### src/rtl/rvc_fetch_aligner_if.sv
`default_nettype none
// ============================================================================
// Module   : rvc_fetch_aligner_if
// Purpose  : Fetch-side and decode-side handshake bundle for the RVC aligner,
//            including the redirect (flush) request.
// Revision : 1.0 - initial release
// ============================================================================
interface rvc_fetch_aligner_if;
  logic        flush_i;
  logic [31:0] flush_pc_i;
  logic        fetch_valid_i;
  logic        fetch_ready_o;
  logic [31:0] fetch_data_i;
  logic        inst_valid_o;
  logic        inst_ready_i;
  logic [31:0] inst_o;
  logic        inst_is_c_o;
  logic [31:0] inst_pc_o;

  // Environment side: supplies fetch words, redirects and decode readiness
  modport master (
    output flush_i, flush_pc_i, fetch_valid_i, fetch_data_i, inst_ready_i,
    input  fetch_ready_o, inst_valid_o, inst_o, inst_is_c_o, inst_pc_o
  );

  // Aligner side
  modport slave (
    input  flush_i, flush_pc_i, fetch_valid_i, fetch_data_i, inst_ready_i,
    output fetch_ready_o, inst_valid_o, inst_o, inst_is_c_o, inst_pc_o
  );
endinterface
`default_nettype wire

### src/rtl/rvc_fetch_aligner.sv
`default_nettype none
// ============================================================================
// Module   : rvc_fetch_aligner
// Purpose  : Turns a stream of word-aligned 32-bit fetch words into one
//            aligned 16/32-bit instruction per handshake, with PC and RVC flag.
// Revision : 1.0 - initial release
// ============================================================================
module rvc_fetch_aligner #(
  parameter logic [31:0] RESET_PC = 32'h0000_0000
) (
  input  logic               clk,
  input  logic               rst,
  rvc_fetch_aligner_if.slave bus
);

  // Three-entry halfword buffer, entry 0 is the oldest (instruction head)
  logic [15:0] hb_q [3];
  logic [15:0] hb_d [3];
  logic [1:0]  count_q, count_d;
  logic [31:0] pc_q, pc_d;
  logic        skip_q, skip_d;

  logic        head_is_c;
  logic        head_valid;
  logic        fetch_ready;
  logic        accept;
  logic        pop;
  logic [1:0]  pop_n;
  logic [1:0]  push_n;
  logic [1:0]  keep;
  logic [15:0] push_lo;

  // Head decode and handshake qualification (state-only ready/valid)
  always_comb begin
    head_is_c   = (hb_q[0][1:0] != 2'b11);
    head_valid  = head_is_c ? (count_q != 2'd0) : (count_q >= 2'd2);
    fetch_ready = (count_q <= 2'd1);
    accept      = bus.fetch_valid_i & fetch_ready & ~bus.flush_i;
    pop         = head_valid & bus.inst_ready_i & ~bus.flush_i;
    pop_n       = pop ? (head_is_c ? 2'd1 : 2'd2) : 2'd0;
    push_n      = accept ? (skip_q ? 2'd1 : 2'd2) : 2'd0;
    keep        = count_q - pop_n;
    // After a redirect to an odd-halfword PC the lower half is dead
    push_lo     = skip_q ? bus.fetch_data_i[31:16] : bus.fetch_data_i[15:0];
  end

  // Next-state: shift out popped halfwords, then append the accepted word
  always_comb begin
    for (int i = 0; i < 3; i++) begin
      hb_d[i] = hb_q[i];
      if (3'(i) < {1'b0, keep}) begin
        hb_d[i] = hb_q[2'(3'(i) + {1'b0, pop_n})];
      end else if ((3'(i) - {1'b0, keep}) < {1'b0, push_n}) begin
        hb_d[i] = ((3'(i) - {1'b0, keep}) == 3'd0) ? push_lo
                                                   : bus.fetch_data_i[31:16];
      end
    end
    count_d = keep + push_n;
    pc_d    = pc_q + {29'd0, pop_n, 1'b0};
    skip_d  = accept ? 1'b0 : skip_q;
    if (bus.flush_i) begin
      count_d = 2'd0;
      pc_d    = bus.flush_pc_i;
      skip_d  = bus.flush_pc_i[1];
    end
  end

  // State register; reset dominates flush
  always_ff @(posedge clk) begin
    if (rst) begin
      for (int i = 0; i < 3; i++) hb_q[i] <= 16'h0000;
      count_q <= 2'd0;
      pc_q    <= RESET_PC;
      skip_q  <= RESET_PC[1];
    end else begin
      for (int i = 0; i < 3; i++) hb_q[i] <= hb_d[i];
      count_q <= count_d;
      pc_q    <= pc_d;
      skip_q  <= skip_d;
    end
  end

  // Outputs; the upper half is masked until the second halfword is present
  always_comb begin
    bus.fetch_ready_o = fetch_ready;
    bus.inst_valid_o  = head_valid;
    bus.inst_pc_o     = pc_q;
    bus.inst_is_c_o   = (count_q != 2'd0) & head_is_c;
    if (count_q == 2'd0) begin
      bus.inst_o = 32'h0000_0000;
    end else if (head_is_c) begin
      bus.inst_o = {16'h0000, hb_q[0]};
    end else begin
      bus.inst_o = {(count_q >= 2'd2) ? hb_q[1] : 16'h0000, hb_q[0]};
    end
  end

endmodule
`default_nettype wire
### src/flat_wrapper.sv
// flat-port wrapper written by rule: the top's interface ports become plain ports
module rvc_fetch_aligner_flat 
#(
  parameter logic [31:0] RESET_PC = 32'h0000_0000
)
  (clk, rst, bus_flush_i, bus_flush_pc_i, bus_fetch_valid_i, bus_fetch_data_i, bus_inst_ready_i, bus_fetch_ready_o, bus_inst_valid_o, bus_inst_o, bus_inst_is_c_o, bus_inst_pc_o);
  rvc_fetch_aligner_if bus_i ();
  input  logic clk;
  input  logic rst;
  input wire logic [$bits(bus_i.flush_i)-1:0] bus_flush_i;
  input wire logic [$bits(bus_i.flush_pc_i)-1:0] bus_flush_pc_i;
  input wire logic [$bits(bus_i.fetch_valid_i)-1:0] bus_fetch_valid_i;
  input wire logic [$bits(bus_i.fetch_data_i)-1:0] bus_fetch_data_i;
  input wire logic [$bits(bus_i.inst_ready_i)-1:0] bus_inst_ready_i;
  output wire logic [$bits(bus_i.fetch_ready_o)-1:0] bus_fetch_ready_o;
  output wire logic [$bits(bus_i.inst_valid_o)-1:0] bus_inst_valid_o;
  output wire logic [$bits(bus_i.inst_o)-1:0] bus_inst_o;
  output wire logic [$bits(bus_i.inst_is_c_o)-1:0] bus_inst_is_c_o;
  output wire logic [$bits(bus_i.inst_pc_o)-1:0] bus_inst_pc_o;
  assign bus_i.flush_i = bus_flush_i;
  assign bus_i.flush_pc_i = bus_flush_pc_i;
  assign bus_i.fetch_valid_i = bus_fetch_valid_i;
  assign bus_i.fetch_data_i = bus_fetch_data_i;
  assign bus_i.inst_ready_i = bus_inst_ready_i;
  assign bus_fetch_ready_o = bus_i.fetch_ready_o;
  assign bus_inst_valid_o = bus_i.inst_valid_o;
  assign bus_inst_o = bus_i.inst_o;
  assign bus_inst_is_c_o = bus_i.inst_is_c_o;
  assign bus_inst_pc_o = bus_i.inst_pc_o;
  rvc_fetch_aligner #(.RESET_PC(RESET_PC)) u_core (.clk(clk), .rst(rst), .bus(bus_i));
endmodule
### config.mk
export PLATFORM = sky130hd
export DESIGN_NAME = rvc_fetch_aligner_flat
export DESIGN_NICKNAME = d
export VERILOG_FILES = /design/src/rtl/rvc_fetch_aligner_if.sv /design/src/rtl/rvc_fetch_aligner.sv /design/src/flat_wrapper.sv
export SDC_FILE = /design/constraint.sdc
export NUM_CORES = 1
export LEC_CHECK = 0
export ABC_AREA = 1
export CAP_MARGIN = 30
export CORE_ASPECT_RATIO = 1.4
export CORE_MARGIN = 4
export CORE_UTILIZATION = 40
export CTS_CLUSTER_DIAMETER = 120
export DETAILED_ROUTE_END_ITERATION = 8
export DONT_BUFFER_PORTS = 1
export GPL_ROUTABILITY_DRIVEN = 0
export SYNTH_ARGS = -nofsm -noshare
export SYNTH_HDL_FRONTEND = slang
export SYNTH_SLANG_ARGS = --single-unit
### constraint.sdc
create_clock -name clk -period 5.05 [get_ports clk]
set_clock_uncertainty 0.1 [all_clocks]
set_input_delay 0.505 -clock clk [delete_from_list [all_inputs] [get_ports clk]]
set_output_delay 0.505 -clock clk [all_outputs]
set_load 0.02 [all_outputs]
==> results of run 1 <==
## flip-flops by register name, summed over array words and instances, names as in the netlist
name and count:
u_core.bus.inst_pc_o 32, u_core.count_q 2, u_core.hb_q 48, u_core.skip_q 1
## final cells by class
cell class,count,area (um^2),area share [%]
Multi-Input combinational cell,675,3280,50.3
Clock inverter,6,81.3,1.25
Timing Repair Buffer,10,75.1,1.15
Inverter,124,468,7.19
Sequential cell,83,2140,32.9
Tap cell,192,240,3.69
Clock buffer,9,225,3.46
## path summary, 6_finish.rpt
| path | from | endpoint | slack (ns) |
|---|---|---|---|
| max reg2reg | u_core.hb_q[0][0]$_SDFFCE_PN0P_ | u_core.hb_q[0][1]$_SDFFCE_PN0P_ | 1.77 |
| max | u_core.hb_q[0][0]$_SDFFCE_PN0P_ | u_core.hb_q[0][1]$_SDFFCE_PN0P_ | 1.77 |
| min | bus_flush_pc_i[10] | u_core.bus.inst_pc_o[10]$_SDFF_PP0_ | 0.17 |
| min reg2reg | u_core.hb_q[2][0]$_SDFFCE_PN0P_ | u_core.hb_q[2][0]$_SDFFCE_PN0P_ | 0.53 |
## metrics by stage
| stage | cell area, um^2 | std cells |
|---|---|---|
| 3_5_place_dp | 6200 | 1084 |
| 3_3_place_gp | 6190 | 1083 |
| 2_1_floorplan | 6140 | 928 |
| 4_1_cts | 6510 | 1099 |
| 6_report | 6510 | 1099 |
| 5_1_grt | 6510 | 1099 |
## synthesized netlist by cell type, drive strengths merged (6+ instances only)
| library cell | count |
|---|---|
| buf | 28 |
| nand3 | 41 |
| nand4 | 6 |
| o21ai | 83 |
| o22ai | 12 |
| o211ai | 29 |
| inv | 122 |
| nor2 | 105 |
| a21oi | 71 |
| edfxtp | 48 |
| ha | 11 |
| dfxtp | 35 |
| nand2 | 291 |
| clkbuf | 18 |
## logic make-up (layout without fill, tap and decap cells)
family | Yosys count | after routing | share of synthesized area [%]
fa+ha+maj | 12 | 12 | 2.57
simple gates | 452 | 452 | 30.5
flops | 83 | 83 | 34.9
compound gates | 206 | 206 | 19.6
buf+inv | 170 | 149 | 11.8
xor+xnor | 5 | 5 | 0.713
## metal layers
metal	wire length, um	part of all wire, %
met5	0	0
met4	450	2.3
met3	1680	8.6
met2	10100	51
met1	7370	38
## where the power goes
| part | switching [mW] | internal [mW] | total, mW | leakage, nW |
|---|---|---|---|---|
| Clock | 0.284 | 0.428 | 0.711 | 0.149 |
| Sequential | 0.0863 | 0.793 | 0.880 | 0.793 |
| Combinational | 0.185 | 0.0895 | 0.275 | 1.94 |
==> results.yml, run 1 <==
run_status:
  outcome: "complete, no violations"
critical_path:
  slowest_stage: "inv_1"
  reg2regPathDepth: 9
  crit_path_start_kind: "register"
  critical_path.cell_chain: "nand2_2 -> nand3_1 -> nand2_1 -> inv_2 -> ha_1 -> inv_1 -> nand2_1 -> a21oi_1 -> a21oi_1"
  cp.buffers_inverters: 2
  max_stage_delay_ns: 0.65
  path_max_fanout: 23
  crit_required_ns: 5.04
  cp-end-kind: "register"
  crit_type: "register to register"
  cp.depth: 9
  crit_family: "simple AND/OR/NAND/NOR gates"
  crit_arrival_ns: 3.27
timing:
  rsz0062_at_grt: "no"
  fmax_ghz: 0.305
  holdWs_ns: 0.171
  layout_setup_ws_ns: 1.77
  final.period_utilization_pct: 64.9
  hold_viol_final: 0
  slew_viol_final: 0
  setup_viol: 0
  fin_crit_ns: 3.28
  tightest_slew_ns: 0.858
  setup_tns_ns: 0
  slew_headroom_pct: 42.7
detailed_routing:
  drtPass1Iterations: 5
  drt_wl_total_um: 19600
  ant_nets: 0
  drtIter0Drc: 449
  vias: 5884
  vias_per_cell: 5.35
  routedWlPerCell_um: 17.8
  drc_errors: 0
yosys:
  synthCells: 928
  post_synth.cell_area_avg_um2: 6.62
  synth_edf_count: 48
  syn_area_um2: 6140
  yosys.area.top_type: "edfxtp_1"
  synth_top_area_share_pct: 23.5
  synth_top_cells_by_area: "edfxtp_1 23%, nand2_1 17%, dfxtp_1 11%, inv_1 7.0%, o21ai_0 6.6%"
  yosysUniqueCellTypes: 42
  syn_nets: 1009
  yosys_register_bits: 83
  async_flop_share_pct: 0
  yosys_warnings: 0
  synth-main-ff-cell: "edfxtp_1"
  synth_seq_area_share_pct: 34.9
floorplan:
  num_rows: 53
  die_area_um2: 17400
  coreArea_um2: 15100
  die_y_um: 155
  initial_core_util_pct: 40.8
  dieWidth_um: 113
  io_pins: 136
min_path:
  hold-path-cell-count: 2
  hold_class: "input port to register"
clocking:
  ctsLongestPathBuffers: 2
  htreeDepth: 3
  tritoncts: "yes"
  insertion_delay_ns: 0.34
  clock-sinks: 83
  cts_resized: 0
  postCtsSetupBuffers: 0
  hold_buffers: 0
  root_buffer: "clkbuf_16"
  cts_buffers: 9
  cts.reportedPaths.clkPinSlew_ns: 0.06
placement:
  portBuffers: 0
  pre_cts_ws_ns: 1.56
  hpwl_um: 14100
grt:
  overflow: 0
  use_met3_pct: 5.44
  grt_use_total_pct: 22.3
  antenna_found_initial: 0
  grt_pass1_vias: 5643
  grt_util_met2_pct: 40.4
  busiest_layer: "met2"
  grt_pass1_wl_um: 30500
  grt_max_degree: 61
  use_met1_pct: 25.6
finish:
  final_util_pct: 43.2
  antenna_cells: 0
  finalNetCount: 984
  syn2layout_area_growth_pct: 5.97
  layout.cells.most_common: "nand2_1"
  nFillCells: 1614
  layout-drive-gt1-share_pct: 7.17
  layout_common_cells: "277 x nand2_1, 114 x inv_1, 101 x nor2_1"
power:
  finalPower_mw: 1.87
  leakage_nw: 2.88
  vdd_drop_max_v: 0.000164
  power-per-cell-area_nw_per_um2: 287
job:
  maxCapViolCount: 0
No activity file was read; power rests on OpenSTA's default activity.
==> inputs of run 2 (changes only) <==
- clock period: 5.05 -> 3.3 ns (I/O delays scaled with it)
==> run 2 against run 1 <==
Compared with the run above: sequential share of layout area is 0.78 points lower; die area did not move; total power increased by 52%; worst setup slack got worse by 1.3 ns; flip-flop and latch count unchanged; register-to-register slack lost 1.3 ns; highest routed layer unchanged; wire length up 2.6%; final cell count rose by 1.8%.
==> results.yml, run 2 (synthesis results as in run 1) <==
clocking:
  cts_resized: 0
  postCtsSetupBuffers: 0
  cts.reportedPaths.clkPinSlew_ns: 0.07
  clock-sinks: 83
  root_buffer: "clkbuf_16"
  tritoncts: "yes"
  insertion_delay_ns: 0.34
  cts_buffers: 9
  htreeDepth: 3
  ctsLongestPathBuffers: 2
  hold_buffers: 7
power:
  leakage_nw: 2.97
  vdd_drop_max_v: 0.000202
  power-per-cell-area_nw_per_um2: 425
finish:
  syn2layout_area_growth_pct: 8.56
  finalNetCount: 1003
  top_register: "u_core.hb_q"
  final_cells: 1119
  layout.cells.most_common: "nand2_1"
  layout-drive-gt1-share_pct: 8.52
  layout_common_cells: "277 x nand2_1, 114 x inv_1, 101 x nor2_1"
  antenna_cells: 0
  nFillCells: 1612
  largest_reg_flops: 48
grt:
  grt_max_degree: 61
  grt_util_met2_pct: 41.9
  overflow: 0
  busiest_layer: "met2"
  grt_pass1_vias: 5783
  grt_use_total_pct: 23.3
  grt_pass1_wl_um: 31900
  use_met3_pct: 6.26
  antenna_found_initial: 0
  use_met1_pct: 26.6
critical_path:
  crit_path_frequent_cell: "inv_1"
  crit_path_start_kind: "register"
  crit_type: "register to register"
  crit_family: "adder cells"
  reg2reg_slack_ns: 0.51
  reg2reg_to: "u_core.hb_q[2][1]$_SDFFCE_PN0P_"
  cp.depth: 11
  cp-end-kind: "register"
  slowest_stage: "edfxtp_1"
  max_stage_delay_ns: 0.43
  reg2regPathDepth: 11
  cp.buffers_inverters: 4
  crit_arrival_ns: 2.72
  crit_required_ns: 3.23
  r2r_start: "u_core.hb_q[0][1]$_SDFFCE_PN0P_"
  path_max_fanout: 16
  critical_path.cell_chain: "nand2_2 -> nand2_1 -> o21ai_0 -> inv_1 -> ha_1 -> inv_1 -> ha_1 -> inv_1 -> nor2_1 -> o21bai_2 -> buf_4"
timing:
  slew_viol_final: 0
  rsz0062_at_grt: "no"
  fmax_ghz: 0.358
  slew_headroom_pct: 55.1
  setup_tns_ns: 0
  tightest_slew_ns: 0.672
  hold_viol_final: 0
  setup_viol: 0
  fin_crit_ns: 2.79
  final.period_utilization_pct: 84.6
detailed_routing:
  ant_nets: 0
  drc_errors: 0
  drtPass1Iterations: 5
  routedWlPerCell_um: 17.9
  drtIter0Drc: 276
  vias_per_cell: 5.29
  vias: 5918
  drt_wl_total_um: 20100
min_path:
  hold-path-cell-count: 2
  hold_class: "input port to register"
  min_from: "bus_flush_pc_i[3]"
  min_to: "u_core.bus.inst_pc_o[3]$_SDFF_PP0_"
placement:
  portBuffers: 0
  hpwl_um: 14700
  place_inst: 1096
floorplan:
  num_rows: 53
  io_pins: 136
  die_area_um2: 17400
  dieWidth_um: 113
  coreArea_um2: 15100
  die_y_um: 155
  initial_core_util_pct: 40.8
run_status:
  outcome: "complete, no violations"
job:
  maxCapViolCount: 0
[run 2: cell types whose count changed in the layout (fill, tap and decap cells not counted)]
cell	before	now
buf_4	10	22
clkinv_4	0	2
bufinv_16	2	1
dlygate4sd3_1	0	7
inv_6	0	2
o21bai_1	1	0
o21bai_2	0	1
clkinv_2	2	0
[run 2: how the worst max path moves through the flow]
stage | startpoint | slack, ns | endpoint
after floorplan | u_core.count_q[1]$_SDFF_PP0_ | 0.05 | u_core.hb_q[1][0]$_SDFFCE_PN0P_
after global placement | u_core.hb_q[0][0]$_SDFFCE_PN0P_ | 0.59 | u_core.hb_q[2][11]$_SDFFCE_PN0P_
after detailed placement | u_core.hb_q[0][1]$_SDFFCE_PN0P_ | 0.55 | u_core.hb_q[2][11]$_SDFFCE_PN0P_
after CTS | u_core.hb_q[0][1]$_SDFFCE_PN0P_ | 0.53 | u_core.hb_q[2][7]$_SDFFCE_PN0P_
after global routing | u_core.hb_q[0][1]$_SDFFCE_PN0P_ | 0.29 | u_core.hb_q[2][1]$_SDFFCE_PN0P_
final | u_core.hb_q[0][1]$_SDFFCE_PN0P_ | 0.51 | u_core.hb_q[2][1]$_SDFFCE_PN0P_
[run 2: worst reg2reg max path: stages (launching register included)]
cell and delay (ns):
edfxtp_1 0.43, nand2_2 0.31, nand2_1 0.14, o21ai_0 0.24, inv_1 0.12, ha_1 0.30
inv_1 0.06, ha_1 0.29, inv_1 0.05, nor2_1 0.04, o21bai_2 0.10, buf_4 0.28
[run 2: layer usage]
metal | vias up | wire (um)
met3 | 31 | 1740
li1 | 2999 | -
met5 | - | 0
met4 | 0 | 432
met1 | 2662 | 7520
met2 | 226 | 10400
[run 2: stage by stage]
stage / util, % / hold WS [ns] / instance area [um^2] / total power [mW] / setup slack, ns
after floorplan: - / 0.340 / 6150 / 1.66 / 0.0465
after global routing: 44.3 / 0.0201 / 6670 / 2.98 / 0.290
after detailed placement: 41.8 / 0.346 / 6300 / 1.80 / 0.554
after global placement: 41.8 / 0.345 / 6300 / 1.80 / 0.592
after CTS: 44.3 / 0.00231 / 6670 / 2.85 / 0.533
final: 44.3 / 0.0155 / 6670 / 2.83 / 0.507
[run 2: power breakdown]
part,total (mW),switching [mW],internal (mW)
registers,1.34,0.128,1.21
clock network,1.05,0.459,0.593
logic,0.439,0.292,0.148
total,2.83,0.879,1.95
[run 2: layout make-up]
cell class / instances / area, um^2 / area share (%)
multi-input cells: 675 / 3280 / 49.2
flip-flops and latches: 83 / 2140 / 32.1
inverters: 124 / 468 / 7.02
well taps: 192 / 240 / 3.60
repair buffers: 29 / 235 / 3.53
clock buffers: 9 / 225 / 3.38
clock inverters: 7 / 76.3 / 1.14
